**src/rtl/fft8_input_reorder.sv**
```systemverilog
// fft8_input_reorder: ping-pong staging buffer ahead of FFT stage 0.
// Collects 8 natural-order samples per bank and drains them as four
// bit-reversed butterfly operand pairs (x0, x1).
// Optional build macro FFT8_REORDER_IFFT_EN adds the ifft_mode port; a frame
// written with ifft_mode = 1 is read with index (8 - bitrev3(j)) mod 8.
module fft8_input_reorder #(
    parameter int unsigned DATA_W = 16
) (
    input  logic              clk,
    input  logic              reset,
    input  logic              in_valid,
    input  logic [DATA_W-1:0] in_data,
    output logic              in_ready,
`ifdef FFT8_REORDER_IFFT_EN
    input  logic              ifft_mode,
`endif
    output logic              out_valid,
    input  logic              out_ready,
    output logic [DATA_W-1:0] x0,
    output logic [DATA_W-1:0] x1,
    output logic              out_sof,
    output logic              out_eof
);

    logic [DATA_W-1:0] mem_q [2][8];

    logic [1:0] full_q, full_d;
    logic       wr_bank_q, wr_bank_d;
    logic       rd_bank_q, rd_bank_d;
    logic [2:0] wr_cnt_q, wr_cnt_d;
    logic [1:0] rd_pair_q, rd_pair_d;
`ifdef FFT8_REORDER_IFFT_EN
    logic [1:0] mode_q, mode_d;
`endif

    logic       wr_fire;
    logic       rd_fire;
    logic [2:0] br0, br1;
    logic [2:0] idx0, idx1;

    // Handshakes derive only from registered state.
    always_comb begin
        in_ready  = !full_q[wr_bank_q];
        out_valid = full_q[rd_bank_q];
        wr_fire   = in_valid && in_ready;
        rd_fire   = out_valid && out_ready;
    end

    // Next-state: write pointer/bank, read pair/bank and full flags.
    always_comb begin
        full_d    = full_q;
        wr_bank_d = wr_bank_q;
        rd_bank_d = rd_bank_q;
        wr_cnt_d  = wr_cnt_q;
        rd_pair_d = rd_pair_q;
`ifdef FFT8_REORDER_IFFT_EN
        mode_d    = mode_q;
`endif
        if (wr_fire) begin
            wr_cnt_d = wr_cnt_q + 3'd1;
`ifdef FFT8_REORDER_IFFT_EN
            if (wr_cnt_q == 3'd0) begin
                mode_d[wr_bank_q] = ifft_mode;
            end
`endif
            if (wr_cnt_q == 3'd7) begin
                full_d[wr_bank_q] = 1'b1;
                wr_bank_d         = !wr_bank_q;
            end
        end
        // Write and read banks always differ when both fire, so both updates apply.
        if (rd_fire) begin
            rd_pair_d = rd_pair_q + 2'd1;
            if (rd_pair_q == 2'd3) begin
                full_d[rd_bank_q] = 1'b0;
                rd_bank_d         = !rd_bank_q;
            end
        end
    end

    // Control state register with asynchronous active-high reset.
    always_ff @(posedge clk or posedge reset) begin
        if (reset) begin
            full_q    <= 2'b00;
            wr_bank_q <= 1'b0;
            rd_bank_q <= 1'b0;
            wr_cnt_q  <= 3'd0;
            rd_pair_q <= 2'd0;
`ifdef FFT8_REORDER_IFFT_EN
            mode_q    <= 2'b00;
`endif
        end else begin
            full_q    <= full_d;
            wr_bank_q <= wr_bank_d;
            rd_bank_q <= rd_bank_d;
            wr_cnt_q  <= wr_cnt_d;
            rd_pair_q <= rd_pair_d;
`ifdef FFT8_REORDER_IFFT_EN
            mode_q    <= mode_d;
`endif
        end
    end

    // Sample storage; contents are left alone on reset since full flags gate reads.
    always_ff @(posedge clk) begin
        if (wr_fire) begin
            mem_q[wr_bank_q][wr_cnt_q] <= in_data;
        end
    end

    // Read addressing and outputs: pair k uses words bitrev3(2k) and bitrev3(2k+1).
    always_comb begin
        br0  = {1'b0, rd_pair_q[0], rd_pair_q[1]};
        br1  = {1'b1, rd_pair_q[0], rd_pair_q[1]};
        idx0 = br0;
        idx1 = br1;
`ifdef FFT8_REORDER_IFFT_EN
        // Time reversal: (8 - i) mod 8 falls out of 3-bit wraparound.
        if (mode_q[rd_bank_q]) begin
            idx0 = 3'd0 - br0;
            idx1 = 3'd0 - br1;
        end
`endif
        x0      = out_valid ? mem_q[rd_bank_q][idx0] : '0;
        x1      = out_valid ? mem_q[rd_bank_q][idx1] : '0;
        out_sof = out_valid && (rd_pair_q == 2'd0);
        out_eof = out_valid && (rd_pair_q == 2'd3);
    end

endmodule

```
**config.mk**
```make
export PLATFORM = sky130hd
export DESIGN_NAME = fft8_input_reorder
export DESIGN_NICKNAME = d
export VERILOG_FILES = /design/src/rtl/fft8_input_reorder.sv
export SDC_FILE = /design/constraint.sdc
export NUM_CORES = 1
export LEC_CHECK = 0
export ABC_AREA = 1
export BUFFER_PORTS_ARGS = -buffer_cell sky130_fd_sc_hd__buf_4
export CORE_MARGIN = 2
export CORE_UTILIZATION = 57
export CTS_BUF_LIST = sky130_fd_sc_hd__clkbuf_8
export DETAILED_ROUTE_END_ITERATION = 8
export PLACE_DENSITY = 0.75
export SLEW_MARGIN = 20
export SYNTH_ARGS = -nofsm -noshare
export SYNTH_HDL_FRONTEND = slang
export SYNTH_SLANG_ARGS = --single-unit
```
**constraint.sdc**
```tcl
create_clock -name clk -period 6.17 [get_ports clk]
set_input_delay 0 -clock clk [delete_from_list [all_inputs] [get_ports clk]]
set_output_delay 0 -clock clk [all_outputs]
set_load 0.1 [all_outputs]
```
After elaboration in Yosys (flattened, before gate mapping)
Memory sizes are Yosys's and may differ from the RTL's.
Cells that the tools add are included.
Storage, ports and cells
  memories kept: 1
  RAM bits: 256
  bits in latches: 0
  word-level logic and storage cells: 61
  memory bits (read-only): 0
  output and inout port bits: 36
  flip-flop bits (word level): 9
Memory list
  mem_q: depth 2, width 128, read ports 1, clocked after memory_dff 0, write ports 1, line 25  | logic [DATA_W-1:0] mem_q [2][8];
Cells by class
  eq/ne operators: 2
  divide/modulo/power cells: 0
  $add $sub $neg: 2
  bitwise logic cells: 6
  reduce and logical (&&, ||, !) cells: 13
  shifts and indexed selects: 0
  multiplexer cells: 24
  magnitude comparators: 8
  multiply operators: 0
Operators with widths (number)
  $mux 128: 1
  $mux 16: 7
  $bmux 16 s3: 2
  $demux 16 s3: 1
  $ge 4x4->1 const B: 3
  $mux 2: 4
  $not 3->4: 2
  $logic_and 1x1->1: 7
  $mux 1: 7
  $lt 1x2->1 const B: 2
  $lt 4x1->1 const B: 1
  $not 2->4: 1
  $reduce_and 2->1: 2
  $add 3x1->3 const B: 1
  $eq 3x3->1 const B: 1
  $logic_not 1->1: 3
  $add 2x1->2 const B: 1
  $and 2x2->2: 1
  $demux 1 s1: 2
  $eq 2x2->1 const B: 1
  $ge 1x1->1 const B: 2
  $logic_not 2->1: 1
  $not 2->2: 1
  $or 2x2->2: 1

Longest topological paths before layout
  word-level depth: 10
  gate-level depth with buffers: 9

Worst setup path after synthesis
Ideal clock, no wire load.
  path type: register -> output
  start: register rd_bank_q
  end: output port out_eof
  slack: 3.531 ns
  data arrival time: 2.639 ns
  required time: 6.170 ns
  stages on the path, launching flop included: 6
  path through: dfrtp_1 > buf_4 > o21ai_4 > buf_2 > inv_1 > nor2_1
On the way
  longest elaborated chain between the ends: 3
RTL lines
  start, declared: line 29  | logic rd_bank_q, rd_bank_d;
  start signal, assigned: line 95  | rd_bank_q <= rd_bank_d;
  $mux 1 (implied by the code) (2 in series): line 44  | out_valid = full_q[rd_bank_q];
  named net out_valid: line 17  | output logic out_valid,
  $logic_and 1x1->1: line 127  | out_eof = out_valid && (rd_pair_q == 2'd3);
  end, declared: line 22  | output logic out_eof
The timed path passes the listed nets, and every way through them passes these cells. The select of a mux whose other input is x is not followed.

Final worst setup path
  start: register rd_bank_q
  end: output port x0[15]
On the way
  longest elaborated chain between the ends: 5
  elaborated cells on any way between the ends: 7
RTL lines
  $mem_v2 2x128
  $bmux 16 s3: line 124  | x0 = out_valid ? mem_q[rd_bank_q][idx0] : '0;
  $mux 16 (implied by the code) (2 in series): line 124
  $mux 16 (*): line 124
  end, declared: line 19  | output logic [DATA_W-1:0] x0,
Mark *: on every way between the ends. The rest lies on a longest branch, timed or not. The select of a mux whose other input is x is not followed.

==> summary.md <==
| Metric | Value |
|---|---|
| DRT antenna net count | `0` |
| Synth unique cells | `22` |
| HP Class | `in2reg` |
| Fill count | `1509` |
| Die footprint | `22030 µm²` |
| Unrepaired setup endpoints after global routing | `false` |
| Core area | `20360 µm²` |
| Number of global-route vias before repair | `7774` |
| Most area-consuming cells after synthesis | `edfxtp_1 65%, nand2_1 11%, inv_1 8.6%` |
| Number of antenna violations at the first check in global routing | `0` |
| MaxCap Viol Count | `0` |
| Seq. cell area | `7919 µm²` |
| Antenna cells | `0` |
| GPL Wtd Cong | `0.7763` |
| CP startpoint kind | `flip-flop` |
| Worst Path Required | `6.17 ns` |
| Seq/Total Area, Yosys | `66.54%` |
| Rows | `52` |
| Synth Warn # | `0` |
| PortBufs | `55` |
| Synth Area per Inst | `9.926 µm²` |
| # IOs | `56` |
| Share of flip-flops with an asynchronous set or reset | `3.396%` |
| WL per Instance | `15.59 µm` |
| Final Skew | `0.01133 ns` |
| DRC errors left | `0` |
| Share of the synthesized area in the top cell type | `64.65%` |
| Initial core utilization | `58.39%` |
| DRT iter0 DRCs | `745` |
| First-pass GRT wire length | `39720 µm` |
| Final hold violations | `0` |
| Cell taking the most area after synthesis | `edfxtp_1` |
| Congestion Overflow GR | `0` |
| Synth Area in XOR/XNOR | `0.1473%` |
| # resized after CTS | `0` |
| CTS tree | `done` |
| Max-slew headroom | `26.55%` |
| Die height | `148.4 µm` |
| Syn Nets | `1222` |
| Adder-Cell Fraction of Synth Area | `0.4209%` |
| HPWL after detailed placement | `13650 µm` |
| Non-Filler Instances | `1581` |
| Netlist Area Pre-Place | `11890 µm²` |
| H-tree depth | `2` |
| Final setup vio count | `0` |
| CTS root buf | `clkbuf_8` |
| Layout cell share with drive strength beyond 1 | `11.14%` |
| Setup Crit Path Kind | `reg2out` |
| PD cells | `468.7 nW/µm²` |
| CTS buffer count | `42` |
| Clock transition at the registers of the reported paths | `0.06 ns` |
| Net count, final | `1308` |
| Area grow syn2layout | `12.98%` |
| Clock Path Buffers | `3` |
| Setup TNS | `0 ns` |
| Via Count | `7946` |
| Post-synthesis compound-gate area fraction | `0.4524%` |
| Dpl cells | `1489` |
| Synth Area in Simple Gates | `20.74%` |
| Worst R2R Setup Slack | `3.41 ns` |
| Fin. max-slew vios | `0` |
| Final min period | `3.578 ns` |
| Largest family of logic cells by synthesized area | `simple AND/OR/NAND/NOR gates` |
| Status | `finished, final reports clean` |
| Max frequency | `279.5 MHz` |
| Fin crit share | `57.99%` |
| Multi-input gate area | `2633 µm²` |
| Drt total wl | `24650 µm` |
| Post-synthesis mux area share | `0%` |
| Slew @ Worst Pin | `1.102 ns` |
| Arr. time, crit path | `3.58 ns` |
| Vias per Instance | `5.026` |
| Pre-Repair DR Iteration Count | `5` |
| Top cells by count, synth | `333 x nand2_1, 271 x inv_1, 256 x edfxtp_1` |
| Crit Path Max Fanout | `100` |
| #FFs+latches synth | `265` |
| Clock latency on the worst-skew pair | `0.53 ns` |
| Largest net degree at the start of global routing | `101` |
| Post-Synthesis Cells | `1198` |
| Top FF cell, synth | `edfxtp_1` |
| CTS Sinks | `265` |
| Post-synth EDFFs | `256` |
| Crit path capture type | `output pin` |
| GRT Total Usage | `23.32%` |
| Lkg Pwr | `6.137 nW` |
| Most frequent cell after synthesis | `nand2_1` |
| Width of the die | `148.4 µm` |
| Maximum vdd drop | `0.3517 mV` |
## layout make-up
class	count	area share (%)
flip-flops and latches	265	58.94
multi-input cells	603	19.59
inverters	274	7.664
repair buffers	98	5.923
clock buffers	45	4.610
well taps	270	2.514
clock inverters	26	0.7543
## cell usage in the layout (no fill, tap or decap), types with 2 or more instances in the layout
master	count
edfxtp_1	256
inv_2	3
o21ai_0	3
nand3_1	167
dfrtp_2	2
dfrtp_1	6
inv_1	291
xor2_1	2
clkbuf_8	45
nor2_1	75
nand4_1	2
a31o_2	2
clkinv_1	4
buf_4	76
dlygate4sd3_1	21
ha_1	4
nand2_1	333
nor3_2	12
## through the flow
| stage | total power (W) | setup WS [ns] | util [%] | area (µm²) | hold WS [ns] |
|---|---|---|---|---|---|
| after floorplan | 0.004476 | 3.531 | - | 11890 | -0.1721 |
| after global placement | 0.004985 | 3.174 | 61.33 | 12490 | -0.005393 |
| after detailed placement | 0.005033 | 3.193 | 61.40 | 12500 | 0.0006628 |
| after CTS | 0.006328 | 2.621 | 65.97 | 13440 | 0.3037 |
| after global routing | 0.006640 | 2.348 | 65.97 | 13440 | 0.3299 |
| final | 0.006297 | 2.592 | 65.97 | 13440 | 0.3436 |
## state kept, by name (all words and copies together), names as in the netlist
register   count
wr_bank_q      1
wr_cnt_q       3
rd_bank_q      1
mem_q        256
rd_pair_q      2
full_q         2
## final timing paths
path	to	cells past startpoint	startpoint
worst min register to register	full_q[0]$_DFF_PP0_	3	full_q[0]$_DFF_PP0_
worst max-delay path	x0[15]	8	rd_bank_q$_DFFE_PP0P_
max in group asynchronous	rd_bank_q$_DFFE_PP0P_	4	reset
worst max register to register	mem_q[1][115]$_DFFE_PP_	7	wr_bank_q$_DFFE_PP0P_
worst min-delay path	mem_q[0][59]$_DFFE_PP_	2	in_data[11]
min in group asynchronous	full_q[1]$_DFF_PP0_	4	reset
## metal layers
metal	GRT usage (%)	up-vias	share of wire [%]	wire length, µm
met1	31.39	3671	42	10250
met3	4.755	41	8.0	1972
li1	-	3919	-	-
met4	9.714	0	2.4	588
met2	37.52	315	48	11840
met5	0	-	0	0
## power by group
group | switching [W] | total (W) | internal [W]
logic | 0.00211 | 0.00274 | 0.000636
clock network | 0.000621 | 0.00129 | 0.000664
registers | 0.000143 | 0.00227 | 0.00213
## worst max-delay path, stage by stage, from the launching register on
cell,delay [ns]
dfrtp_4,0.80
clkinv_2,0.55
buf_4,0.56
nand2_1,0.18
nand3_1,0.08
nand3_1,0.11
nand2_1,0.06
nor2_1,0.22
buf_4,0.35
## timing repair
action / 4_1_cts / 5_1_grt
endpoints found under the hold margin: 274 / 0
setup buffers: 0 / 0
hold buffers: 21 / 0
setup endpoints to repair: 0 / 0
## cell families after synthesis
group / Yosys count
AOI/OAI and AO/OA: 7
DFF: 265
xor gates and xnor gates: 2
adders and majority gates: 4
and+or+nand+nor: 590
buffers and inverters: 330
Note: power is estimated with default switching activity, not from simulation.
